===== src/rtl/load_store_unit.sv =====
// Load/store unit: byte-addressed RV32 requests to a word-addressed,
// byte-enabled data memory, with word-crossing split and load extension.
module load_store_unit #(
  parameter int ADDR_WIDTH     = 15,
  parameter int DATA_WIDTH     = 32,
  parameter bit MISALIGN_SPLIT = 1'b1
) (
  input  logic                  clk,
  input  logic                  rst_n,
  input  logic                  req_valid,
  output logic                  req_ready,
  input  logic                  req_we,
  input  logic [2:0]            req_funct3,
  input  logic [31:0]           req_addr,
  input  logic [DATA_WIDTH-1:0] req_wdata,
  output logic                  resp_valid,
  input  logic                  resp_ready,
  output logic [DATA_WIDTH-1:0] resp_rdata,
  output logic                  resp_err,
  output logic                  mem_we,
  output logic [3:0]            mem_be,
  output logic [2:0]            mem_op_read,
  output logic [ADDR_WIDTH-1:0] mem_addr,
  output logic [DATA_WIDTH-1:0] mem_wdata,
  input  logic [DATA_WIDTH-1:0] mem_rdata
);

  typedef enum logic [1:0] {IDLE, ACC0, ACC1, RESP} state_e;

  state_e                state_q, state_d;
  logic [1:0]            off_q, off_d;
  logic [2:0]            f3_q, f3_d;
  logic [ADDR_WIDTH-1:0] wa0_q, wa0_d;
  logic                  cross_q, cross_d;
  logic                  we_q, we_d;
  logic [7:0]            be8_q, be8_d;
  logic [63:0]           wd64_q, wd64_d;
  logic [31:0]           buf_q, buf_d;
  logic [31:0]           rdata_q, rdata_d;
  logic                  err_q, err_d;

  logic [2:0]  nb;
  logic [2:0]  span;
  logic [7:0]  mask;
  logic        cross_a;
  logic        bad_f3;
  logic        oor;
  logic        wrap;
  logic        err_a;
  logic [63:0] src;
  logic [31:0] res;
  logic [31:0] ext;

  always_comb begin
    case (req_funct3[1:0])
      2'b00:   nb = 3'd1;
      2'b01:   nb = 3'd2;
      default: nb = 3'd4;
    endcase
    span    = {1'b0, req_addr[1:0]} + nb;
    cross_a = span > 3'd4;
    mask    = (nb == 3'd1) ? 8'h01 : (nb == 3'd2) ? 8'h03 : 8'h0F;
    bad_f3  = (req_funct3 == 3'b011) || (req_funct3[2:1] == 2'b11) ||
              (req_we && req_funct3[2]);
    oor     = |req_addr[31:ADDR_WIDTH+2];
    wrap    = cross_a && (&req_addr[ADDR_WIDTH+1:2]);
    err_a   = bad_f3 || oor || wrap || (cross_a && !MISALIGN_SPLIT);
  end

  // ACC1 merges the live high word with the low word captured in ACC0
  always_comb begin
    src = (state_q == ACC1) ? {mem_rdata, buf_q} : {32'b0, mem_rdata};
    res = 32'(src >> {off_q, 3'b000});
    case (f3_q)
      3'b000:  ext = {{24{res[7]}}, res[7:0]};
      3'b001:  ext = {{16{res[15]}}, res[15:0]};
      3'b100:  ext = {24'b0, res[7:0]};
      3'b101:  ext = {16'b0, res[15:0]};
      default: ext = res;
    endcase
  end

  always_comb begin
    state_d     = state_q;
    off_d       = off_q;
    f3_d        = f3_q;
    wa0_d       = wa0_q;
    cross_d     = cross_q;
    we_d        = we_q;
    be8_d       = be8_q;
    wd64_d      = wd64_q;
    buf_d       = buf_q;
    rdata_d     = rdata_q;
    err_d       = err_q;
    req_ready   = (state_q == IDLE);
    mem_we      = 1'b0;
    mem_be      = 4'b0;
    mem_addr    = '0;
    mem_wdata   = '0;
    mem_op_read = 3'b010;
    unique case (state_q)
      IDLE: begin
        if (req_valid) begin
          off_d   = req_addr[1:0];
          f3_d    = req_funct3;
          wa0_d   = req_addr[ADDR_WIDTH+1:2];
          cross_d = cross_a;
          we_d    = req_we;
          be8_d   = mask << req_addr[1:0];
          wd64_d  = {32'b0, req_wdata} << {req_addr[1:0], 3'b000};
          rdata_d = '0;
          err_d   = err_a;
          state_d = err_a ? RESP : ACC0;
        end
      end
      ACC0: begin
        mem_we    = we_q;
        mem_be    = be8_q[3:0];
        mem_addr  = wa0_q;
        mem_wdata = wd64_q[31:0];
        buf_d     = mem_rdata;
        if (cross_q) begin
          state_d = ACC1;
        end else begin
          state_d = RESP;
          rdata_d = we_q ? 32'b0 : ext;
        end
      end
      ACC1: begin
        mem_we    = we_q;
        mem_be    = be8_q[7:4];
        mem_addr  = wa0_q + ADDR_WIDTH'(1);
        mem_wdata = wd64_q[63:32];
        state_d   = RESP;
        rdata_d   = we_q ? 32'b0 : ext;
      end
      RESP: begin
        if (resp_ready) state_d = IDLE;
      end
      default: state_d = IDLE;
    endcase
  end

  always_ff @(posedge clk) begin
    if (!rst_n) begin
      state_q <= IDLE;
      off_q   <= '0;
      f3_q    <= '0;
      wa0_q   <= '0;
      cross_q <= 1'b0;
      we_q    <= 1'b0;
      be8_q   <= '0;
      wd64_q  <= '0;
      buf_q   <= '0;
      rdata_q <= '0;
      err_q   <= 1'b0;
    end else begin
      state_q <= state_d;
      off_q   <= off_d;
      f3_q    <= f3_d;
      wa0_q   <= wa0_d;
      cross_q <= cross_d;
      we_q    <= we_d;
      be8_q   <= be8_d;
      wd64_q  <= wd64_d;
      buf_q   <= buf_d;
      rdata_q <= rdata_d;
      err_q   <= err_d;
    end
  end

  assign resp_valid = (state_q == RESP);
  assign resp_rdata = rdata_q;
  assign resp_err   = err_q;

endmodule


===== config.mk =====
export PLATFORM = sky130hd
export DESIGN_NAME = load_store_unit
export DESIGN_NICKNAME = d
export VERILOG_FILES = /design/src/rtl/load_store_unit.sv
export SDC_FILE = /design/constraint.sdc
export NUM_CORES = 1
export LEC_CHECK = 0
export BUFFER_PORTS_ARGS = -buffer_cell sky130_fd_sc_hd__buf_2
export CORE_MARGIN = 4
export CORE_UTILIZATION = 58
export CTS_CLUSTER_SIZE = 25
export DETAILED_ROUTE_END_ITERATION = 8
export PLACE_DENSITY = 0.9
export SYNTH_ARGS = -nofsm -noshare
export SYNTH_HDL_FRONTEND = slang
export SYNTH_SLANG_ARGS = --single-unit

===== constraint.sdc =====
create_clock -name clk -period 4 [get_ports clk]
set_input_delay 0 -clock clk [delete_from_list [all_inputs] [get_ports clk]]
set_output_delay 0 -clock clk [all_outputs]
set_load 0.01 [all_outputs]

; Word level (Yosys, flattened, before mapping)
; Index checks and enable logic that the tools add are counted.
[totals]
regBits = 161
latchBits = 0
ram_bits = 0
rom_bits = 0
in_bits = 104
out_inout_bits = 90
mem_count = 0
[op_classes]
addsub = 2
n_mul = 0
div = 0
magnitude_cmp = 1
eq_ne = 14
shifts = 3
n_mux = 18
n_bitwise = 0
reduce_logical = 16
[op_table]
columns = operator, count
row1 = $pmux W32 S4, 1
row2 = $mux W32, 3
row3 = $pmux W32 S3, 1
row4 = $mux W64, 1
row5 = $pmux W32 S2, 1
row6 = $shl A32 B5 Y64, 1
row7 = $shr A64 B5 Y32, 1
row8 = $pmux W15 S2, 1
row9 = $add A15 B1 Y15 const B, 1
row10 = $reduce_and A15 Y1, 1
row11 = $reduce_or A15 Y1, 1
row12 = $mux W4, 2
row13 = $pmux W2 S4, 1
row14 = $pmux W4 S2, 1
row15 = $shl A4 B2 Y8, 1
row16 = $eq A2 B2 Y1 const B, 3
row17 = $eq A3 B1 Y1 const B, 2
row18 = $eq A3 B2 Y1 const B, 2
row19 = $eq A3 B3 Y1 const B, 2
row20 = $mux W2, 3
row21 = $pmux W3 S2, 1
row22 = $eq A2 B1 Y1 const B, 2
row23 = $logic_not A2 Y1, 2
row24 = $logic_or A1 B1 Y1, 4
row25 = 11 further kinds, 15

; Depth between registers and ports, before layout
; Gate-level depths: netlist of the first run.
[depth]
ltp_word = 9
mapped_depth = 10

; Least setup slack after synthesis of the first run
; Ideal clock, no wire load.
[synth_path]
path_type = flip-flop to flip-flop
startpoint = register state_q[1]
endpoint = register rdata_q[21], in the netlist resp_rdata[21]
setup_ns = 0.115
arrival_ns = 1.990
path_slack_ns = 1.895
stages_incl_launch_ff = 11
n_path_buf = 3
period_less_slack_ns = 2.105
path_cell_list = dfxtp_1 inv_1 ha_1 buf_6 or3_4 nand4_4 or2_1 buf_4 o21bai_4 buf_6 o21ai_2
[synth_rtl]
columns = item, line_no
row1 = start: declaration, 30  ; state_e state_q, state_d;
row2 = start signal: assignment, 158  ; state_q <= state_d;
row3 = $logic_not A2 Y1 (*), -
row4 = net req_ready, 11  ; output logic req_ready,
row5 = $ne A2 B2 Y1 (no line) / $reduce_bool A3 Y1 (equally long branches), -
row6 = $reduce_and A3 Y1 (no line), -
row7 = end signal: assignment, 167  ; rdata_q <= rdata_d;
row8 = end: declaration, 39  ; logic [31:0] rdata_q, rdata_d;
; Mark *: on every way through the listed nets, which the timed path passes. The rest lies on a longest branch. The select of a mux whose other input is x is not followed.
; A chain may end at the register's enable or synchronous reset.

; Worst setup path in the final report of the first run
[layout_path]
startpoint = register state_q[0]
endpoint = register wd64_q[55]
[layout_via]
elab_chain_len = 2
[layout_rtl]
columns = item, line_no
row1 = $logic_not A2 Y1, 101  ; unique case (state_q)
row2 = $reduce_and A2 Y1 (no line), -
row3 = end signal: assignment, 165  ; wd64_q <= wd64_d;
row4 = end: declaration, 37  ; logic [63:0] wd64_q, wd64_d;
; Every way passes these cells.

==> metrics, run 1 <==
Starting Density approximately three fifths; GRT Total Usage 33.46%; area of the multi-input gates around 4700 um^2; initial antenna violation count 0; Comb power frac about two fifths; hpwl dp about 17,000 um; status complete, no violations; Die ar. between 15,000 and 20,000 um^2; # setup viols final 0; Core Area 13,830 um^2; ANT nets after route 0; GPL Wtd Cong about 0.9; clock tree buffer depth 2; Bufs and invs on worst path 2; Fin Clk Skew 0.008292 ns; synth unique cells 65; Worst Path Required 4.34 ns; number of remaining DRC errors 0; worst-margin pin slew roughly 1.2 ns; CTS root buffer clkbuf_16; Syn-to-layout area delta 27.33%; share of cells above drive strength 1 23.28%; sequential share of the synthesized area 37.42%; CP arrival approximately 3.5 ns; Final Cycle Share 78.55%; fin crit period 3.142 ns; CP dominant cell by count nor2_1; CP Class flop to flop; Critical Path Max Stage Delay 0.80 ns; CP max stage cell nor2_1; PortBufs 190; Clk pin slew, worst setup/hold paths 0.06 ns; CTS resizes 0; Synth top area share 37.42%; Die X 126.4 um; number of flops mapped to enable cells by yosys 0; TritonCTS clock tree yes; Syn Std Cell Area roughly 8000 um^2; dpl cells 1,253; Sink Count 152; cell family with most CP delay simple AND/OR/NAND/NOR gates; final wirelength 27,680 um; first-pass GRT wire length approximately 43,000 um; PwrDens slightly below 600 nW/um^2; post-placement cell area between 9000 and 10,000 um^2; RSZ-0062 raised after global routing false; cell row count 43; number of buffers created by CTS 17; sw frac 38.26%; GRT overflow 0; Final Max Slew Viols 0; Yosys warnings 0; First DRT Iteration DRCs 1,148; net switching power between 2 and 2.5 mW; critical path cell sequence inv_1 > ha_1 > and2_1 > buf_4 > nand2_1 > nor2_1 > a22oi_1 > nor2_1; Post-Syn Area per Cell 8.533 um^2; final-report hold violation count 0; P_int approximately 3.8 mW; vias per cell 6.388; Routed WL per cell 20.40 um; setup TNS 0 ns; min-delay worst type input port to flop; maximum fanout along the worst path 36; top post-synthesis cells by area dfxtp_1 (37%), mux2i_1 (13%), nor2_1 (6.0%); chip height 126.4 um; final instance area 10,350 um^2; worst-skew pair later-pin latency between 0.4 and 0.5 ns; Hold Slack 0.02650 ns; Static Leak 4.348 nW; Final Util about three quarters; Synth area leader dfxtp_1; antenna fix cells 0; Fmax achieved 0.3183 GHz; register area 3044 um^2; asr flop ratio synth 0%; Worst Setup End Kind flop; startpoint types flop; Layout Nets 1,279; fillers 904; Slew HR 18.79%; Peak VDD IR just over 0.0004 V; largest net degree at the start of global routing 112; Final Non-Filler Cells 1,357; vias 8,669; Flop pwr share approximately a third; clock share of power 26.9%; maxcap violations 0; Boundary Pins 194; dominant synthesized flop cell dfxtp_1; post-synthesis sequential element count around 150; htree depth 4; Syn Inst Count 953; vias in the first global route roughly 8,400; drt pass-1 iters 8
worst reg2reg max path, cell delays in order, from the launching register on:
cell	delay [ns]
dfxtp_1	0.33
inv_1	0.14
ha_1	0.35
and2_1	0.18
buf_4	0.34
nand2_1	0.56
nor2_1	0.80
a22oi_1	0.20
nor2_1	0.16
repair_timing:
action                    CTS  global route
hold buffers               73             0
hold endpoints to repair   89             0
setup buffers               0             0
final cells by class:
type | count | share of cell area [%]
sequential | 152 | 29.40
timing repair buffer | 272 | 16.89
clock inverter | 7 | 1.124
tap | 180 | 2.175
inverter | 12 | 0.4471
clock buffer | 24 | 4.749
multi-input combinational | 710 | 45.21
power by group through the flow:
| stage | clock network [mW] | registers, mW | logic, mW |
|---|---|---|---|
| 2_1_floorplan | 0 | 2.02 | 1.70 |
| 3_3_place_gp | 0 | 2.04 | 2.23 |
| 3_5_place_dp | 0 | 2.05 | 2.28 |
| 4_1_cts | 1.66 | 2.03 | 2.37 |
| 5_1_grt | 1.73 | 2.07 | 2.63 |
| 6_report | 1.65 | 2.04 | 2.45 |
cells in the final DEF (no fill, tap or decap), drive strengths merged, types with 16 or more instances in the layout:
cell type      n
a22oi         26
clkbuf        24
a21oi         72
a22o          29
mux2i        102
nor3          18
buf          199
a221oi        16
nand2        109
dlygate4sd3   73
nor2         130
dfxtp        152
o21ai         61
path summary, 6_finish.rpt:
kind                  start              to  slack, ns  cells after the start
max reg2reg      state_q[0]      wd64_q[55]       0.86                      8
min            req_wdata[8]      wd64_q[32]       0.03                      5
max              state_q[0]      wd64_q[55]       0.86                      8
min reg2reg  resp_rdata[23]  resp_rdata[23]       0.45                      2
synthesized netlist by cell type, drive strengths merged (2+ instances only):
cell,number
nand3,15
nor2,130
conb,2
or2,2
xor2,3
or3,3
a31oi,4
dfxtp,152
clkbuf,44
nand4,7
nand2,109
a22oi,26
and3,10
o31ai,3
nand3b,2
a211oi,5
a22o,29
nor4,6
mux2,14
a221oi,16
mux2i,102
o41ai,2
a21oi,72
a211o,7
nor3,18
buf,36
ha,9
o22ai,3
mux4,11
nor2b,3
nand2b,5
a21boi,2
o211ai,8
o21ai,61
and2,5
inv,11
and4,2
o21bai,2
registers in the layout, indices dropped and copies added (netlist names), 2 cells and up:
name and count:
wd64_q 56, off_q 2, wa0_q 15, buf_q 32
be8_q 7, state_q 2, f3_q 3, resp_rdata 32
through the flow:
| step | setup WS, ns | total power [mW] |
|---|---|---|
| finish | 0.8582 | 6.150 |
| global route | 0.6136 | 6.427 |
| CTS | 0.9678 | 6.055 |
| detailed placement | 1.133 | 4.333 |
| global placement | 1.329 | 4.264 |
| floorplan | 1.895 | 3.721 |
cell families after synthesis:
group	share of synthesized area, %
and+or+nand+nor	17.39
AOI/OAI and AO/OA	20.30
DFF	37.42
muxes	17.59
buffers and inverters	5.155
adders and majority gates	1.631
xor gates and xnor gates	0.4309
other	0.09236
layer usage:
layer | wire length [um] | vias to the layer above | GRT usage, %
li1 | - | 3854 | -
met1 | 10660 | 3992 | 41.92
met2 | 12830 | 688 | 54.51
met3 | 2856 | 135 | 6.989
met4 | 1330 | 0 | 17.16
met5 | 0 | - | 0
Power figures use the tool's default switching activity.
==> run 2, diff against run 1 <==
CORE_UTILIZATION = 49   (was 58)
PLACE_DENSITY = 0.82   (was 0.9)
clock period = 2.75 ns   (was 4 ns; I/O delays follow)
==> metrics, run 2 (synthesis gave the netlist of run 1 again) <==
htree depth 4 (unchanged); setup bufs post-CTS 0 (unchanged); Fmax achieved 0.3889 GHz; Starting Density 50.64% (was 58.81%); Slew HR 50.71% (was 18.79%); net switching power 3.466 mW (was 2.353 mW); dpl cells 1,304 (was 1,253); CP arrival 2.57 ns (was 3.49 ns); cell row count 46 (was 43); hpwl dp 17,940 um (was 17,110 um); share of cells above drive strength 1 24.50% (was 23.28%); Final Max Slew Viols 0 (unchanged); Bufs and invs on worst path 4 (was 2); met3 usage 6.838% (was 6.989%); Die ar. 18,720 um^2 (was 15,980 um^2); commonest non-fill, non-tap cell in the layout buf_2 (unchanged); CTS root buffer clkbuf_16 (unchanged); max reg flops 56 (unchanged); Worst Setup End Kind output pin (was flop); flop2flop setup slack 0.23 ns (was 0.86 ns); fin crit period 2.571 ns; CP max stage cell and2_1 (was nor2_1); P_int 5.609 mW (was 3.797 mW); cell family with most CP delay buffers and inverters (was simple AND/OR/NAND/NOR gates); startpoint types flop (unchanged); Worst Path Required 2.75 ns (was 4.34 ns); most used routing layer met2 (unchanged); Static Leak 4.438 nW (was 4.348 nW); DP Worst Slack 0.2904 ns (was 1.133 ns); TritonCTS clock tree yes (unchanged); initial antenna violation count 1 (was 0); Final Cycle Share 93.51%; Min-Delay Endpoint wd64_q[33] (was wd64_q[32]); Core Area 16,060 um^2 (was 13,830 um^2); Largest Register wd64_q (unchanged); final-report hold violation count 0 (unchanged); PwrDens 858.3 nW/um^2 (was 594.0 nW/um^2); Critical Path Max Stage Delay 0.46 ns (was 0.80 ns); Final Non-Filler Cells 1,412 (was 1,357); vias per cell 6.064 (was 6.388); number of buffers created by CTS 17 (unchanged); final wirelength 27,130 um (was 27,680 um); sw frac 38.19% (was 38.26%); Fin Clk Skew 0.01299 ns (was 0.008292 ns); # setup viols final 0 (unchanged); number of remaining DRC errors 0 (unchanged); min-delay src req_wdata[17] (was req_wdata[8]); cell count along the critical path 7 (was 8); met1 Resource Use GR 37.14% (was 41.92%); Final Util 65.84% (was 74.88%); reg2reg end wd64_q[35] (was wd64_q[55]); status complete, no violations (unchanged); first-pass GRT wire length 42,840 um (was 43,300 um); Boundary Pins 194 (unchanged); R2R cell count 9 (was 8); vias in the first global route 8,239 (was 8,393); PortBufs 190 (unchanged); critical path cell sequence inv_1 > ha_1 > buf_4 > and2_1 > buf_4 > a22o_1 > buf_2 (was inv_1 > ha_1 > and2_1 > buf_4 > nand2_1 > nor2_1 > a22oi_1 > nor2_1); Layout Nets 1,298 (was 1,279); Die X 136.8 um (was 126.4 um); clock tree buffer depth 2 (unchanged); chip height 136.8 um (was 126.4 um); GPL Wtd Cong 0.9118 (was 0.9147); setup TNS 0 ns (unchanged); GRT overflow 0 (unchanged); antenna fix cells 0 (unchanged); Peak VDD IR 0.0005552 V (was 0.0004081 V); CP dominant cell by count buf_4 (was nor2_1); Comb power frac 39.9% (about the same); RSZ-0062 raised after global routing false (unchanged); ANT nets after route 0 (unchanged); drt pass-1 iters 6 (was 8); min-delay worst type input port to flop (unchanged); GRT Total Usage 28.95% (was 33.46%); clock share of power 27.3% (was 26.9%); Hold Crit Depth 5 (unchanged); Sink Count 152 (unchanged); largest net degree at the start of global routing 53 (was 112); Syn-to-layout area delta 30.02% (was 27.33%); Flop pwr share 32.9% (was 33.2%); vias 8,562 (was 8,669); First DRT Iteration DRCs 982 (was 1,148); worst-margin pin slew 0.7384 ns (was 1.214 ns); Routed WL per cell 19.21 um (was 20.40 um); maximum fanout along the worst path 22 (was 36); maxcap violations 0 (unchanged); worst-skew pair later-pin latency 0.43 ns (about the same); most frequent cells in the layout buf_2 (190), dfxtp_1 (151), nor2_1 (128), nand2_1 (107), mux2i_1 (102) (was buf_2 (190), dfxtp_1 (151), nor2_1 (129), nand2_1 (108), mux2i_1 (102)); CP Class flop to output pin (was flop to flop); routing usage on met2 46.28% (was 54.51%); Setup WS post-layout 0.1786 ns (was 0.8582 ns); Worst R2R Start state_q[1] (was state_q[0]); Clk pin slew, worst setup/hold paths 0.07 ns (was 0.06 ns)
[run 2: area by class of cell]
class / instances / area [um^2]
clock buffer: 20 / 446.7
multi-input combinational: 710 / 4692
inverter: 12 / 46.29
tap: 216 / 270.3
clock inverter: 11 / 171.4
sequential: 152 / 3044
fill: 1265 / 5485
timing repair buffer: 291 / 1902
[run 2: power by group through the flow]
stage	clock network [mW]	logic, mW	registers (mW)
global route	2.57	3.93	3.02
global placement	0	3.33	2.99
detailed placement	0	3.40	3.00
floorplan	0	2.47	2.95
finish	2.47	3.62	2.98
CTS	2.49	3.52	2.96
[run 2: worst max path at each step]
stage	start	slack [ns]	end
2_1_floorplan	state_q[1]	0.65	resp_rdata[21]
3_3_place_gp	state_q[0]	0.44	resp_rdata[20]
3_5_place_dp	state_q[0]	0.29	resp_rdata[20]
4_1_cts	state_q[1]	0.18	mem_wdata[4]
5_1_grt	state_q[1]	0.006	mem_wdata[20]
6_report	state_q[1]	0.18	mem_wdata[2]
[run 2: per-stage QoR]
step	instance area [um^2]	total power, mW	hold slack, ns
2_1_floorplan	8135	5.413	0.1229
3_3_place_gp	9173	6.314	0.2532
3_5_place_dp	9173	6.407	0.2567
4_1_cts	10560	8.980	0.0006938
5_1_grt	10570	9.531	0.02988
6_report	10570	9.074	0.006862
[run 2: routing by layer]
layer / share of wire, % / up-vias
li1: - / 3896
met1: 40 / 3969
met5: 0.048 / -
met4: 4.3 / 2
met3: 9.6 / 115
met2: 46 / 580
[run 2: timing repair]
action | in CTS | in global routing
endpoints found under the setup margin | 0 | 3
hold endpoints to repair | 89 | 0
resized for setup | 0 | 3
hold buffers | 77 | 0
[run 2: worst reg2reg max path: stages, from the launching register on]
cell           delay, ns
dfxtp_1             0.42
inv_1               0.10
ha_1                0.30
and2_1              0.20
nand2_2             0.18
buf_4               0.23
nor2_1              0.08
a221oi_1            0.22
dlygate4sd3_1       0.60
nor2_1              0.05
